### src/rtl/edge_log_pkg.sv
// Shared record layout and FSM encoding for the edge event logger.
// Records always carry a 32-bit dtime slot; the logger uses its low TS_W bits (TS_W <= 32).
package edge_log_pkg;

   localparam int REC_DTIME_W = 32;

   typedef struct packed {
      logic                   lost;
      logic                   kind;
      logic                   level;
      logic [REC_DTIME_W-1:0] dtime;
   } rec_t;

   typedef enum logic [1:0] {
      IDLE  = 2'd0,
      START = 2'd1,
      RUN   = 2'd2
   } log_state_e;

   localparam logic KIND_EDGE = 1'b0;
   localparam logic KIND_KEEP = 1'b1;

endpackage

### src/rtl/sync_fifo.sv
// First-word-fall-through synchronous FIFO; a write while full is accepted when a read happens
// in the same cycle.
module sync_fifo #(
   parameter int WIDTH = 8,
   parameter int DEPTH = 16
) (
   input  logic                       clk,
   input  logic                       rst,
   input  logic                       wr_en_i,
   input  logic [WIDTH-1:0]           wr_data_i,
   input  logic                       rd_en_i,
   output logic [WIDTH-1:0]           rd_data_o,
   output logic                       full_o,
   output logic                       empty_o,
   output logic [$clog2(DEPTH):0]     level_o
);

   localparam int AW = $clog2(DEPTH);

   logic [WIDTH-1:0] mem_q [DEPTH];
   logic [AW:0]      wr_ptr_q, wr_ptr_d;
   logic [AW:0]      rd_ptr_q, rd_ptr_d;
   logic             rd_ok;
   logic             wr_ok;

   assign level_o   = wr_ptr_q - rd_ptr_q;
   assign empty_o   = (level_o == '0);
   assign full_o    = (level_o == (AW+1)'(DEPTH));
   assign rd_data_o = mem_q[rd_ptr_q[AW-1:0]];

   assign rd_ok = rd_en_i && !empty_o;
   assign wr_ok = wr_en_i && (!full_o || rd_ok);

   always_comb begin
      wr_ptr_d = wr_ptr_q;
      rd_ptr_d = rd_ptr_q;
      if (wr_ok) wr_ptr_d = wr_ptr_q + (AW+1)'(1);
      if (rd_ok) rd_ptr_d = rd_ptr_q + (AW+1)'(1);
   end

   always_ff @(posedge clk) begin
      if (rst) begin
         wr_ptr_q <= '0;
         rd_ptr_q <= '0;
      end else begin
         wr_ptr_q <= wr_ptr_d;
         rd_ptr_q <= rd_ptr_d;
      end
   end

   // Storage holds no control state, so it is left out of reset.
   always_ff @(posedge clk) begin
      if (wr_ok) mem_q[wr_ptr_q[AW-1:0]] <= wr_data_i;
   end

endmodule

### src/rtl/edge_event_logger.sv
// Captures a filtered digital input as {dtime, level} records queued behind a valid/ready port.
// dtime counts cycles since the previous generated record, including records that were dropped.
module edge_event_logger
   import edge_log_pkg::*;
#(
   parameter int TS_W        = 32,
   parameter int FIFO_DEPTH  = 16,
   parameter int SYNC_STAGES = 2,
   parameter int GLITCH_CYC  = 4
) (
   input  logic                          clk,
   input  logic                          rst,
   input  logic                          en,
   input  logic                          din,
   output logic                          rec_valid,
   input  logic                          rec_ready,
   output logic [TS_W-1:0]               rec_dtime,
   output logic                          rec_level,
   output logic                          rec_kind,
   output logic                          rec_lost,
   output logic [15:0]                   drop_cnt,
   output logic [$clog2(FIFO_DEPTH):0]   fifo_level
);

   localparam int               STAB_W = $clog2(GLITCH_CYC + 1);
   localparam logic [TS_W-1:0]  DT_MAX = '1;

   function automatic logic [15:0] sat_inc16(input logic [15:0] v);
      return (v == 16'hFFFF) ? v : v + 16'd1;
   endfunction

   logic [SYNC_STAGES-1:0] sync_q;
   logic                   ds;
   logic                   flt_q, flt_d;
   logic [STAB_W-1:0]      stab_q, stab_d;
   logic                   commit_d, commit_q;
   log_state_e             state_q, state_d;
   logic [TS_W-1:0]        dcnt_q, dcnt_d;
   logic                   lost_q, lost_d;
   logic [15:0]            drop_cnt_q, drop_cnt_d;

   logic                   push;
   logic                   push_kind;
   logic [TS_W-1:0]        push_dt;
   logic                   pop;
   logic                   accept;
   logic                   drop;
   logic                   fifo_full;
   logic                   fifo_empty;
   rec_t                   wr_rec;
   rec_t                   head;

   assign ds = sync_q[SYNC_STAGES-1];

   // Glitch filter: a new level must disagree with flt for GLITCH_CYC consecutive cycles.
   always_comb begin
      flt_d    = flt_q;
      stab_d   = '0;
      commit_d = 1'b0;
      if (en && (ds != flt_q)) begin
         if (stab_q == STAB_W'(GLITCH_CYC - 1)) begin
            commit_d = 1'b1;
            flt_d    = ds;
         end else begin
            stab_d = stab_q + STAB_W'(1);
         end
      end
   end

   // Recording FSM; the commit is seen one cycle late, after flt already holds the new level.
   always_comb begin
      state_d   = state_q;
      dcnt_d    = dcnt_q;
      push      = 1'b0;
      push_kind = KIND_EDGE;
      push_dt   = '0;
      if (!en) begin
         state_d = IDLE;
         dcnt_d  = '0;
      end else begin
         case (state_q)
            IDLE: state_d = START;
            START: begin
               push    = 1'b1;
               dcnt_d  = TS_W'(1);
               state_d = RUN;
            end
            RUN: begin
               if (commit_q) begin
                  push    = 1'b1;
                  push_dt = dcnt_q;
                  dcnt_d  = TS_W'(1);
               end else if (dcnt_q == DT_MAX) begin
                  push      = 1'b1;
                  push_kind = KIND_KEEP;
                  push_dt   = DT_MAX;
                  dcnt_d    = TS_W'(1);
               end else begin
                  dcnt_d = dcnt_q + TS_W'(1);
               end
            end
            default: state_d = IDLE;
         endcase
      end
   end

   assign pop    = !fifo_empty && rec_ready;
   assign accept = push && (!fifo_full || pop);
   assign drop   = push && fifo_full && !pop;

   always_comb begin
      lost_d     = lost_q;
      drop_cnt_d = drop_cnt_q;
      if (drop) begin
         lost_d     = 1'b1;
         drop_cnt_d = sat_inc16(drop_cnt_q);
      end else if (accept) begin
         lost_d = 1'b0;
      end
   end

   always_comb begin
      wr_rec.lost  = lost_q;
      wr_rec.kind  = push_kind;
      wr_rec.level = flt_q;
      wr_rec.dtime = REC_DTIME_W'(push_dt);
   end

   always_ff @(posedge clk) begin
      if (rst) begin
         sync_q     <= '0;
         flt_q      <= 1'b0;
         stab_q     <= '0;
         commit_q   <= 1'b0;
         state_q    <= IDLE;
         dcnt_q     <= '0;
         lost_q     <= 1'b0;
         drop_cnt_q <= '0;
      end else begin
         sync_q     <= {sync_q[SYNC_STAGES-2:0], din};
         flt_q      <= flt_d;
         stab_q     <= stab_d;
         commit_q   <= commit_d;
         state_q    <= state_d;
         dcnt_q     <= dcnt_d;
         lost_q     <= lost_d;
         drop_cnt_q <= drop_cnt_d;
      end
   end

   sync_fifo #(
      .WIDTH ($bits(rec_t)),
      .DEPTH (FIFO_DEPTH)
   ) u_fifo (
      .clk       (clk),
      .rst       (rst),
      .wr_en_i   (accept),
      .wr_data_i (wr_rec),
      .rd_en_i   (rec_ready),
      .rd_data_o (head),
      .full_o    (fifo_full),
      .empty_o   (fifo_empty),
      .level_o   (fifo_level)
   );

   // Head fields are masked while empty so unwritten storage never reaches the sink.
   assign rec_valid = !fifo_empty;
   assign rec_dtime = rec_valid ? head.dtime[TS_W-1:0] : '0;
   assign rec_level = rec_valid && head.level;
   assign rec_kind  = rec_valid && head.kind;
   assign rec_lost  = rec_valid && head.lost;
   assign drop_cnt  = drop_cnt_q;

endmodule
### config.mk
export PLATFORM = sky130hd
export DESIGN_NAME = edge_event_logger
export DESIGN_NICKNAME = d
export VERILOG_FILES = /design/src/rtl/edge_log_pkg.sv /design/src/rtl/sync_fifo.sv /design/src/rtl/edge_event_logger.sv
export SDC_FILE = /design/constraint.sdc
export NUM_CORES = 1
export LEC_CHECK = 0
export CAP_MARGIN = 20
export CORE_ASPECT_RATIO = 1.5
export CORE_MARGIN = 10
export CORE_UTILIZATION = 56
export DETAILED_ROUTE_END_ITERATION = 16
export GPL_ROUTABILITY_DRIVEN = 0
export PLACE_DENSITY = 0.76
export SETUP_SLACK_MARGIN = 0.2
export SLEW_MARGIN = 20
export SYNTH_ARGS = -nofsm -noshare
export SYNTH_HDL_FRONTEND = slang
export SYNTH_SLANG_ARGS = --single-unit
### constraint.sdc
create_clock -name clk -period 5.4 [get_ports clk]
set_input_delay 0.81 -clock clk [delete_from_list [all_inputs] [get_ports clk]]
set_output_delay 0.81 -clock clk [all_outputs]
set_load 0.01 [all_outputs]
Yosys cells after proc, flatten, opt, wreduce, memory -nomap -nowiden
Memories as Yosys holds them, arrays and structs flattened. A register that Yosys moved wholly into a read port is not among the register bits. Index checks and enable logic that the tools add are counted.

Mux-type cells: 23. Bitwise gates (word level): 3. $add $sub $neg: 6. Reductions and logical operators: 22. Equality and inequality tests: 7.

Operator list (number): 2-to-1 mux 32 bit (7); case mux 32 bit (2 select lines) (1); adder 32 x 1 -> 32 bit (second input constant) (1); == test 32 bit (second input constant) (1); adder 16 x 1 -> 16 bit (second input constant) (1); == test 16 bit (second input constant) (1); 2-to-1 mux 1 bit (11); adder 5 x 1 -> 5 bit (second input constant) (2); logical AND 1 bit (9); 2-to-1 mux 4 bit (2); case mux 2 bit (3 select lines) (1); == test 5 bit (second input constant) (1); zero test 5 bit (1); subtractor 5 bit (1); AND reduction 2 bit (2); nonzero test 2 bit (2); OR reduction 2 bit (2); adder 3 x 1 -> 3 bit (second input constant) (1); == test 3 x 2 -> 1 bit (second input constant) (1); zero test 1 bit (3); inverter 1 bit (3); OR reduction 3 bit (1); == test 2 x 1 -> 1 bit (second input constant) (1); == test 2 bit (second input constant) (1); other kinds (4) (4).

Register bits: 68. Memories: 1. Logic and storage cells: 72. Input bits: 5. RAM bits: 560. Output and inout bits: 57.

Memories: u_fifo.mem_q (depth 16, bits a word 35, read ports 1, clocked after Yosys merged registers in 1, write ports 1, RTL line sync_fifo.sv:20) `logic [WIDTH-1:0] mem_q [DEPTH];`.

Logic depth before layout (Yosys ltp)
Depth in word-level cells: 9. Depth in mapped cells: 12. Gate-level depth less buffers: 9.

Modules after synthesis
From an unflattened synthesis, not the netlist that was laid out.

Cell total of the unflattened synthesis: 1318. Area, all modules: 25250.5 um^2.

By module, submodules not included: sync_fifo (cells an instance 887, area each 21953.6 um^2, instances 1, seq. area each 17096.4 um^2); edge_event_logger (cells an instance 431, area each 3296.9 um^2, instances 1, seq. area each 1161.1 um^2).

Least setup slack after synthesis
Ideal clock, no wire load.

Path type: register to register. From: reg u_fifo.wr_ptr_q[0]. To: mem u_fifo.mem_q[0][0] (netlist bit) (enable). Period minus slack after synthesis: 5.135 ns. Buffers on the path: 0. Cell stages (with the launch flop): 10. Data arrival time: 4.664 ns. Data required time: 4.929 ns. Library setup time: 0.471 ns. Path slack: 0.265 ns. Cell sequence: dfxtp_1 > inv_1 > ha_1 > fa_1 > nand2b_1 > a21oi_1 > mux2i_1 > or2_2 > nand3_1 > nor3_1.

Word-level cells in the longest chain between the ends: 9. Elaborated cells between the ends (all ways): 11. Classes of those cells: add/sub: 1; eq/ne: 1; mux: 2; reduce/logical: 7.

RTL lines: from (decl) (RTL line sync_fifo.sv:21) `logic [AW:0] wr_ptr_q, wr_ptr_d;`; from (signal assigned) (RTL line sync_fifo.sv:46) `wr_ptr_q <= wr_ptr_d;`; subtractor 5 bit (RTL line sync_fifo.sv:26) `assign level_o = wr_ptr_q - rd_ptr_q;`; zero test 5 bit (RTL line sync_fifo.sv:27) `assign empty_o = (level_o == '0);`; zero test 1 bit (RTL line sync_fifo.sv:31, edge_event_logger.sv:107); logical AND 1 bit (RTL line sync_fifo.sv:31, edge_event_logger.sv:107); logical OR 1 bit (RTL line sync_fifo.sv:32, edge_event_logger.sv:108); logical AND 1 bit (RTL line edge_event_logger.sv:108) `assign accept = push && (!fifo_full || pop);`; logical AND 1 bit (RTL line sync_fifo.sv:32) `assign wr_ok = wr_en_i && (!full_o || rd_ok);`; 2-to-1 mux 1 bit (RTL line sync_fifo.sv:53) `if (wr_ok) mem_q[wr_ptr_q[AW-1:0]] <= wr_data_i;`; 2-to-1 mux 1 bit (not written as such) (RTL line sync_fifo.sv:53); to (decl) (RTL line sync_fifo.sv:20).

Parallel ways exist; a longest one is shown, timed or not.

Worst setup path after layout
From: reg u_fifo.wr_ptr_q[0]. To: out rec_dtime[24].

Word-level cells in the longest chain between the ends: 3.

RTL lines: subtractor 5 bit (RTL line sync_fifo.sv:26); zero test 5 bit (RTL line sync_fifo.sv:27); 2-to-1 mux 32 bit (RTL line edge_event_logger.sv:168) `assign rec_dtime = rec_valid ? head.dtime[TS_W-1:0] : '0;`; to (decl) (RTL line edge_event_logger.sv:17) `output logic [TS_W-1:0] rec_dtime,`.

No other way between the ends.

==> results_dict.tcl <==
set metrics [dict create \
    status "finished clean" \
    setup_tns_ps 0 \
    core_um2 44100 \
    cap_viol_max_count 0 \
    port_buffers 61 \
    synthFlopType "edfxtp_1" \
    io_pins 62 \
    slew_violations 0 \
    synth_seq_cells 632 \
    post-route-period-util_pct 86.5 \
    areaGrowthSynthToFinish_pct 14.3 \
    hp-class "reg2reg" \
    wl_per_cell_um 26.3 \
    worst_pin_slew_ps 1120 \
    synthArstFlopShare_pct 0 \
    grt_pass1_wl_mm 82.1 \
    synth_area_um2 25100 \
    synth_nets 1340 \
    crit_arrival_ps 3860 \
    required_ps 4590 \
    yosysTopAreaCellShare_pct 67.1 \
    drcViolationCount 0 \
    clockBufferDepth 3 \
    floorplan.rows 94 \
    drt-initial-drc-count 1230 \
    crit_chain "inv_1, ha_1, fa_1, inv_1, nor4_1, mux2i_1, buf_4, nor2_4, buf_4, nor2b_1, clkdlybuf4s50_1" \
    cts_resized 0 \
    grt_max_degree 46 \
    cts_tree "done" \
    ant_nets 0 \
    synth_warnings 0 \
    clk_pin_slew_worst_paths_ps 60 \
    rsz0062_at_grt "false" \
    fin_hold_ws_ps 423 \
    p_leak_nw 8.55 \
    powerDensity_nw_per_um2 414 \
    cts.sinks 632 \
    synth_edf_count 560 \
    grt-ovfl-total 0 \
    die_x_um 193 \
    setup_viol 0 \
    path_class "reg2out" \
    critPathLaunchType "flip-flop" \
    cts_setup_buffers 0 \
    grt.total_usage_pct 20.2 \
    yosys-top-cells-area "edfxtp_1 67%, mux4_2 16%, dfxtp_1 5.8%, xnor2_1 1.2%, a21oi_1 1.1%" \
    synthCells 1317 \
    hold_viol 0 \
    die_h_um 279 \
    endpoint_kind "output port" \
    worstSkewPairLatency_ps 590 \
    synth.avg_cell_area_um2 19.0 \
    clock-skew-final_ps 31.7 \
    cts_hold_buffers 0 \
    route.final.wire_length_mm 53.4 \
    crit_fanout 15 \
    cts-root-buf "clkbuf_16" \
    htreeDepth 2 \
    cp_slowest_cell "fa_1" \
    numCtsBuffers 53 \
    period_needed_ps 4670 \
    synth_cell_type_count 40 \
    grt_pass1_vias 13400 \
    ir_drop_mv 0.452 \
    start_util_pct 56.8 \
    antenna_found_initial 0 \
    nets 1428 \
    synth_seq_area_share_pct 72.9 \
    first_pass_iters 4 \
    die_area_um2 53800 \
    critPathMaxStageDelay_ps 510 \
    slew_headroom_pct 25.1 \
    drive_gt1_share_pct 24.1 \
    vias_per_cell 6.29 \
    dpl.hpwl_mm 29.5 \
    num_vias 12700 \
    yosys.area.top_type "edfxtp_1" \
    fmax_ghz 0.214 \
]
## worst paths after layout
check | startpoint | depth (start not counted) | end | slack [ps]
worst max-delay path | u_fifo.wr_ptr_q[0] | 11 | rec_dtime[24] | 730
worst min-delay path | stab_q[0] | 1 | stab_q[0] | 420
worst max register to register | u_fifo.wr_ptr_q[0] | 10 | u_fifo.mem_q[1][2] | 1440
worst min register to register | stab_q[0] | 1 | stab_q[0] | 420
## final cells by class
cell class | instances | area, um2
Fill cell | 2805 | 15500
Clock inverter | 29 | 449
Tap cell | 576 | 721
Timing Repair Buffer | 98 | 963
Sequential cell | 632 | 18300
Multi-Input combinational cell | 572 | 6570
Clock buffer | 71 | 1490
Antenna cell | 1 | 2.50
Inverter | 48 | 180
## sequential cells by signal, indices dropped and copies added (netlist names), named ones only
signal / flops
commit_q: 1
dcnt_q: 32
drop_cnt: 16
flt_q: 1
lost_q: 1
stab_q: 3
state_q: 2
sync_q: 2
u_fifo.mem_q: 560
u_fifo.rd_ptr_q: 5
u_fifo.wr_ptr_q: 5
## worst max-delay path, delay by kind of cell (launching register included)
family / cells / cell delay, ps
AND/OR/NAND/NOR: 3 / 780
multiplexers: 1 / 100
adder cells (fa/ha/maj): 2 / 740
flip-flops: 1 / 380
buffers and inverters: 5 / 1250
## through the flow
step / setup slack (ps) / utilization (%) / total power [W] / area [um2] / instances
floorplan: 265 / - / 0.00683 / 25100 / 1317
global placement: 1390 / 60.3 / 0.00777 / 26600 / 1925
detailed placement: 1330 / 60.3 / 0.00780 / 26600 / 1925
CTS: 649 / 64.7 / 0.0120 / 28500 / 2025
global route: 499 / 64.9 / 0.0123 / 28600 / 2026
finish: 728 / 64.9 / 0.0118 / 28600 / 2027
## per-layer routing
metal	GRT usage, %	wire [um]	vias to the layer above
met1	25.3	20300	6725
met2	34.7	28300	464
met4	7.03	1610	0
met5	0	0	-
met3	3.42	3150	106
li1	-	-	5445
## cells by family after synthesis
group,synth area share (%)
buffers and inverters,1.73
and+or+nand+nor,5.21
adders and majority gates,0.929
muxes,16.0
xor gates and xnor gates,1.43
DFF,72.9
AOI/OAI and AO/OA,1.88
## synth_stat cells (all sizes together), types with 2 or more instances
library cell and number:
a21oi 53, nand2b 3, a21o 2, o31ai 7, mux4 175, dfxtp 72
o31a 2, or3 7, edfxtp 560, nor3 16, nor4 13, or2 2
nor2 67, nand2 31, nand4 19, inv 48, o21ai 13, nand3 22
xnor2 35, mux2i 6, and2 3, clkbuf 46, a31oi 3, o211ai 2
buf 19, and3 5, or4 11, xor2 6, nor2b 40, ha 17
and4 6
## placed cells by master, fill, tap and decap left out, drive strengths merged, types with 2 or more instances in the layout
cell type      instances
edfxtp               560
mux4                 175
dfxtp                 72
clkbuf                72
nor2                  67
clkdlybuf4s50         61
a21oi                 53
inv                   49
nor2b                 40
buf                   36
xnor2                 35
nand2                 31
nand3                 22
nand4                 19
ha                    17
nor3                  16
clkinv                14
nor4                  13
o21ai                 13
bufinv                12
or4                   11
or3                    7
o31ai                  7
xor2                   6
mux2i                  6
and4                   6
and3                   5
nand2b                 3
a31oi                  3
and2                   3
or2                    2
a21o                   2
o211ai                 2
o31a                   2
clkinvlp               2
## where the power goes
group	switching (W)	internal [W]
sequential	0.000162	0.00526
clock	0.00168	0.00251
combinational	0.000968	0.00126
total	0.00281	0.00903
(Power assumes the default switching activity.)
